`config.mk`:
```
export PLATFORM = sky130hd
export DESIGN_NAME = mux_arb_nto1
export DESIGN_NICKNAME = d
export VERILOG_FILES = /design/src/rtl/mux_arb_nto1.sv
export SDC_FILE = /design/constraint.sdc
export NUM_CORES = 1
export LEC_CHECK = 0
export CAP_MARGIN = 40
export CORE_MARGIN = 3
export CORE_UTILIZATION = 42
export DETAILED_ROUTE_END_ITERATION = 7
export GPL_TIMING_DRIVEN = 0
export PLACE_DENSITY = 0.79
export SLEW_MARGIN = 20
export SYNTH_ARGS = -nofsm -noshare
export SYNTH_HDL_FRONTEND = slang
export SYNTH_SLANG_ARGS = --single-unit
```
`constraint.sdc`:
```
create_clock -name clk -period 3.8 [get_ports clk]
set_input_delay 0.76 -clock clk [delete_from_list [all_inputs] [get_ports clk]]
set_output_delay 0.76 -clock clk [all_outputs]
set_load 0.1 [all_outputs]
```
`src/rtl/mux_arb_nto1.sv`:
```
// Registered N-to-1 multiplexer with valid/ready handshakes. The selected channel comes from a
// forced index or from a fixed-priority / round-robin arbiter.
module mux_arb_nto1 #(
  parameter int unsigned WIDTH = 8,
  parameter int unsigned N     = 4,
  parameter int unsigned RR    = 1,
  localparam int unsigned SELW = $clog2(N)
) (
  input  logic                 clk,
  input  logic                 rst_n,
  input  logic [N*WIDTH-1:0]   in_data,
  input  logic [N-1:0]         in_valid,
  output logic [N-1:0]         in_ready,
  input  logic                 force_en,
  input  logic [SELW-1:0]      force_sel,
  output logic [WIDTH-1:0]     out_data,
  output logic                 out_valid,
  input  logic                 out_ready,
  output logic [SELW-1:0]      out_sel
);

  logic [WIDTH-1:0] data_q, data_d;
  logic [SELW-1:0]  sel_q, sel_d;
  logic [SELW-1:0]  ptr_q, ptr_d;
  logic             valid_q, valid_d;

  logic             load;
  logic [N-1:0]     elig;
  logic [N-1:0]     grant;
  logic [SELW-1:0]  gidx;
  logic [WIDTH-1:0] gdata;
  logic             found;
  logic [SELW-1:0]  idx;
  int unsigned      scan;

  assign load = ~valid_q | out_ready;

  // An out-of-range force_sel matches no channel, so nothing is eligible.
  always_comb begin
    elig = '0;
    for (int unsigned i = 0; i < N; i++) begin
      elig[i] = in_valid[i] & (~force_en | (force_sel == SELW'(i)));
    end
  end

  // Scan starts at ptr in round-robin mode and at 0 in fixed-priority mode.
  always_comb begin
    grant = '0;
    gidx  = '0;
    found = 1'b0;
    scan  = 0;
    idx   = '0;
    for (int unsigned k = 0; k < N; k++) begin
      scan = k;
      if (RR != 0) begin
        scan = 32'(ptr_q) + k;
      end
      if (scan >= N) begin
        scan = scan - N;
      end
      idx = SELW'(scan);
      if (!found && elig[idx]) begin
        found       = 1'b1;
        grant[idx]  = 1'b1;
        gidx        = idx;
      end
    end
  end

  always_comb begin
    gdata = '0;
    for (int unsigned i = 0; i < N; i++) begin
      if (grant[i]) begin
        gdata = in_data[i*WIDTH +: WIDTH];
      end
    end
  end

  assign in_ready = rst_n ? (grant & {N{load}}) : '0;

  always_comb begin
    valid_d = valid_q;
    data_d  = data_q;
    sel_d   = sel_q;
    ptr_d   = ptr_q;
    if (load) begin
      if (|grant) begin
        valid_d = 1'b1;
        data_d  = gdata;
        sel_d   = gidx;
        // Forced transfers leave the fairness pointer alone.
        if ((RR != 0) && !force_en) begin
          ptr_d = (gidx == SELW'(N - 1)) ? '0 : gidx + SELW'(1);
        end
      end else begin
        valid_d = 1'b0;
      end
    end
  end

  always_ff @(posedge clk) begin
    if (!rst_n) begin
      valid_q <= 1'b0;
      data_q  <= '0;
      sel_q   <= '0;
      ptr_q   <= '0;
    end else begin
      valid_q <= valid_d;
      data_q  <= data_d;
      sel_q   <= sel_d;
      ptr_q   <= ptr_d;
    end
  end

  assign out_data  = data_q;
  assign out_valid = valid_q;
  assign out_sel   = sel_q;

endmodule

```
; Word-level counts from Yosys, hierarchy flattened
; Index checks and enable logic that the tools add are counted.
[totals]
reg_bits = 13
input_bits = 42
out_inout_bits = 15
word_cells = 95
[op_classes]
addsub = 8
order_cmp = 12
eq_ne = 4
muxes = 38
bitwise_logic = 15
n_reduce_logical = 14
[ops]
columns = operator, count
row1 = $mux 8, 4
row2 = $mux 4, 5
row3 = $mux 2, 9
row4 = $lt 2x3->1 const B, 4
row5 = $mux 1, 12
row6 = $or 4x4->4, 3
row7 = $ge 3x3->1 const B, 3
row8 = $bmux 1 s2, 4
row9 = $demux 1 s2, 4
row10 = $ge 2x1->1 const B, 4
row11 = $sub 2x1->2 const B, 4
row12 = $logic_and 1x1->1, 7
row13 = $add 2x2->3 const B, 2
row14 = $eq 2x2->1 const B, 3
row15 = $or 1x1->1, 5
row16 = $and 1x1->1, 4
row17 = $and 4x4->4, 1
row18 = $reduce_or 4->1, 1
row19 = $add 2x1->3 const B, 1
row20 = $ge 2x3->1 const B, 1
row21 = $logic_not 1->1, 3
row22 = $reduce_and 3->1, 1
row23 = $add 2x1->2 const B, 1
row24 = $eq 2x1->1 const B, 1
row25 = 3 further kinds, 4

; Depth between registers and ports, before layout
[depth]
depth_word = 19
mapped_depth = 12
mapped_depth_nobuf = 9

; Worst setup path after synthesis
; OpenSTA, ideal clock, no wires.
[synth_timing]
path_type = input port to output port
startpoint = input force_en
endpoint = output in_ready[0]
arrival_time_ps = 3979
required_time_ps = 3040
setup_slack_ps = -939
cell_stages = 9
n_path_buf = 2
path_cell_list = buf_4 a21bo_1 and3_1 or3b_1 mux2_2 nor2_2 a221o_1 clkbuf_1 nor2b_1
[synth_between]
elab_chain_len = 17
elab_cells_between_ends = 35
classes_between = 16 x mux / 13 x bitwise / 6 x reduce/logical
[synth_lines]
columns = element, line_no
row1 = start: declaration, 14  ; input logic force_en,
row2 = $not 1->1 (no source line) *, n/a
row3 = $or 1x1->1, 42  ; elig[i] = in_valid[i] & (~force_en | (force_sel == SELW'(i)));
row4 = $and 1x1->1, 42
row5 = $bmux 1 s2, 62  ; if (!found && elig[idx]) begin
row6 = $mux 1 (implied by the code), 62
row7 = $mux 1, 62
row8 = $logic_not 1->1, 62
row9 = $logic_and 1x1->1, 62
row10 = $mux 1, 62
row11 = $logic_not 1->1, 62
row12 = $logic_and 1x1->1, 62
row13 = $mux 1, 62
row14 = $logic_not 1->1, 62
row15 = $logic_and 1x1->1, 62
row16 = $mux 4 *, 62
row17 = $and 4x4->4 *, 79  ; assign in_ready = rst_n ? (grant & {N{load}}) : '0;
row18 = $mux 4 *, 79
row19 = end: declaration, 13  ; output logic [N-1:0] in_ready,
; Mark *: on every way between the ends. The rest lies on a longest branch, timed or not. The select of a mux whose other input is x is not followed.

; Worst setup path in the final report
[layout_timing]
startpoint = input in_valid[1]
endpoint = output in_ready[0]
[layout_between]
elab_chain_len = 15
elab_cells_between_ends = 27
classes_between = 16 x mux / 5 x bitwise / 6 x reduce/logical
[layout_lines]
columns = element, line_no
row1 = start: declaration, 12  ; input logic [N-1:0] in_valid,
row2 = $and 1x1->1 *, 42
row3 = $bmux 1 s2, 62
row4 = $mux 1 (implied by the code), 62
row5 = $mux 1, 62
row6 = $logic_not 1->1, 62
row7 = $logic_and 1x1->1, 62
row8 = $mux 1, 62
row9 = $logic_not 1->1, 62
row10 = $logic_and 1x1->1, 62
row11 = $mux 1, 62
row12 = $logic_not 1->1, 62
row13 = $logic_and 1x1->1, 62
row14 = $mux 4 *, 62
row15 = $and 4x4->4 *, 79
row16 = $mux 4 *, 79
; Marks and branches as above.

==> impl_metrics.env <==
export IMPL_synth_seq_cells=13
export IMPL_worst_ep_arrival_time_ps=3030
export IMPL_fin_skew_ps=0.5047
export IMPL_final_cell_mix="clkdlybuf4s50_1, nand2_1, a21oi_1, o21ai_0, dfxtp_1"
export IMPL_hold_viol=0
export IMPL_syn_area_per_cell_um2=7.566
export IMPL_die_x_um=61.50
export IMPL_rows=19
export IMPL_synth_warning_count=0
export IMPL_seqPwrFrac=0.126
export IMPL_cts_sinks=13
export IMPL_hold_start="out_sel[1]$_SDFFE_PN0P_"
export IMPL_crit_fanout=5
export IMPL_peakVddDrop_v=0.0006453
export IMPL_reg2reg_slack_ps=560
export IMPL_clkLatencyLatePin_ps=280
export IMPL_port_buffer_count=55
export IMPL_dr_total_vias=1696
export IMPL_slew_violations=0
export IMPL_cp_required_ps=3040
export IMPL_die_y_um=61.50
export IMPL_clk_pin_slew_worst_paths_ps=80
export IMPL_grt_pass1_wl_um=7272
export IMPL_p_comb_frac=0.823
export IMPL_final_common_cell="clkdlybuf4s50_1"
export IMPL_cellPowerDensity_nw_per_um2=757.8
export IMPL_gp_congestion=0.8635
export IMPL_firstDrtPassIters=4
export IMPL_tightest_slew_ps=520.2
export IMPL_utilization=0.8026
export IMPL_die_area_um2=3782
export IMPL_synth_ff_type="dfxtp_1"
export IMPL_grt_pass1_vias=1529
export IMPL_cts_root_buffer="clkbuf_4"
export IMPL_seq_area_frac_synth=0.2012
export IMPL_max_cap_violations=0
export IMPL_antenna_cells=0
export IMPL_reg2regPathDepth=11
export IMPL_final_layout_size_suffix_gt1_frac=0.2169
export IMPL_htreeDepth=1
export IMPL_synth_cell_type_count=45
export IMPL_synthArstFlopShare=0
export IMPL_synth_edf_count=0
export IMPL_maxSlewHeadroom=0.6500
export IMPL_netlist_area_um2=1294
export IMPL_hold_end="out_sel[1]$_SDFFE_PN0P_"
export IMPL_path_class="in -> out"
export IMPL_wl_um=4691
export IMPL_power_frac_clock=0.051
export IMPL_cts_made_buffers=3
export IMPL_synth_nets=220
export IMPL_fmax_ghz=0.2641
export IMPL_fin_setup_tns_ps=0
export IMPL_swShare=0.5374
export IMPL_tritoncts="built"
export IMPL_netlist_instances=171
export IMPL_overflow=0
export IMPL_area_growth_pct=76.98
export IMPL_viasPerCell=6.057
export IMPL_start_util=0.4535
export IMPL_power_leakage_nw=0.9536
export IMPL_num_io_pins=57
export IMPL_status="complete, no violations"
export IMPL_setup_violations=0
export IMPL_drc=0
export IMPL_hold_depth=2
export IMPL_antenna_left=0
export IMPL_period_minus_slack_ps=3786
export IMPL_nets=299
export IMPL_grt_max_degree=11
export IMPL_cp_end_kind="output pin"
export IMPL_power_switching_w=0.0009324
export IMPL_cts_hold_buf=0
export IMPL_antenna_found_initial=0
export IMPL_track_usage=0.2544
export IMPL_hold_path_class="reg -> reg"
export IMPL_drtIter0Drc=117
export IMPL_finalCritPeriodShare=0.9964
export IMPL_fillers=198
export IMPL_routedWlPerCell_um=16.75
export IMPL_post_dp_hpwl_um=3600
export IMPL_cp_start_kind="input port"
export IMPL_hold_slack_ps=503.7
export IMPL_core_area_um2=2853
export IMPL_clockBufferDepth=2
export IMPL_p_int_w=0.0008027
[what timing repair did]
action                                 4_1_cts  5_1_grt
setup endpoints to repair                    4        2
resized for setup                           25       11
endpoints found under the hold margin        0        0
pin swaps                                    4        1
setup buffers                                4        2
[synthesized netlist by cell type, types with 2 or more instances]
master,count,area share
dfxtp_1,13,0.20
o21ai_1,9,0.035
and3_1,2,0.0097
a221o_1,3,0.023
a22o_1,3,0.020
nand2_1,17,0.049
o21a_1,2,0.012
a21bo_1,2,0.015
nor4_1,2,0.0097
nand2b_1,4,0.019
and2_1,3,0.015
clkbuf_1,2,0.0058
inv_1,3,0.0087
mux4_2,2,0.035
a21boi_0,4,0.023
ha_1,7,0.068
a31oi_1,8,0.039
a21oi_1,14,0.054
buf_2,3,0.012
nor2b_1,3,0.015
o21ai_0,14,0.054
buf_6,2,0.017
nand3_1,10,0.039
nor2_1,6,0.017
nor3b_1,2,0.012
a21o_1,10,0.058
a211oi_1,2,0.012
buf_4,2,0.012
[area by class of cell]
type / instances / area, µm² / share of cell area
multi-input cells: 146 / 1060 / 0.4628
repair buffers: 74 / 820.8 / 0.3585
flip-flops and latches: 13 / 261.5 / 0.1142
plain buffers: 9 / 71.32 / 0.03115
well taps: 31 / 38.79 / 0.01694
clock buffers: 4 / 26.28 / 0.01148
inverters: 3 / 11.26 / 0.004918
[metrics by stage]
| step | instance area (µm²) | std cells | total power [W] | setup slack (ps) |
|---|---|---|---|---|
| 2_1_floorplan | 1324 | 171 | 0.001103 | -129.9 |
| 3_3_place_gp | 1913 | 257 | 0.001360 | -1480 |
| 3_5_place_dp | 2161 | 274 | 0.001565 | -1122 |
| 4_1_cts | 2273 | 278 | 0.001709 | -79.44 |
| 5_1_grt | 2290 | 280 | 0.001834 | -5.701 |
| 6_report | 2290 | 280 | 0.001735 | 13.76 |
[power by group through the flow]
stage | registers (W) | clock network (W) | logic (W)
after floorplan | 0.000520 | 0 | 0.000583
after global placement | 0.000219 | 0 | 0.00114
after detailed placement | 0.000220 | 0 | 0.00134
after CTS | 0.000217 | 0.0000883 | 0.00140
after global routing | 0.000224 | 0.0000947 | 0.00152
final | 0.000218 | 0.0000884 | 0.00143
[worst max-delay path, stage by stage]
cell	delay, ps
clkdlybuf4s50_1	440
o21a_1	120
mux4_2	530
buf_4	170
a22o_1	220
a221o_1	320
buf_8	150
nor2b_4	120
buf_12	180
[sequential cells by signal, indices dropped and copies added, names as in the netlist, named ones only]
name and cells:
out_data 8, out_sel 2, out_valid 1, ptr_q 1
[logic make-up (layout without fill, tap and decap cells)]
kind of cell             Yosys count  count (layout)  synth area share
flip-flops                        13              13            0.2012
adder cells (fa/ha/maj)            7               7           0.06770
multiplexers                       3               3           0.04352
AO/OA/AOI/OAI                     82              82            0.4207
XOR/XNOR                           1               1          0.006771
buffers and inverters             12              90           0.05512
AND/OR/NAND/NOR                   53              53            0.2050
[worst max-delay path by stage]
| stage | startpoint | end | slack (ps) | depth (start not counted) |
|---|---|---|---|---|
| 2_1_floorplan | force_en | in_ready[0] | -130 | 9 |
| 3_3_place_gp | force_sel[0] | in_ready[0] | -1480 | 10 |
| 3_5_place_dp | force_sel[0] | in_ready[0] | -1120 | 11 |
| 4_1_cts | force_sel[1] | in_ready[0] | -80 | 10 |
| 5_1_grt | in_valid[1] | in_ready[0] | -6 | 9 |
| 6_report | in_valid[1] | in_ready[0] | 10 | 9 |
[per-layer routing]
layer,GRT usage,part of all wire,vias up
met5,0,0,-
met4,0.1061,0.025,0
met3,0.02096,0.056,11
met2,0.3976,0.47,67
met1,0.3581,0.45,809
li1,-,-,809
No activity file was read; power rests on OpenSTA's default activity.
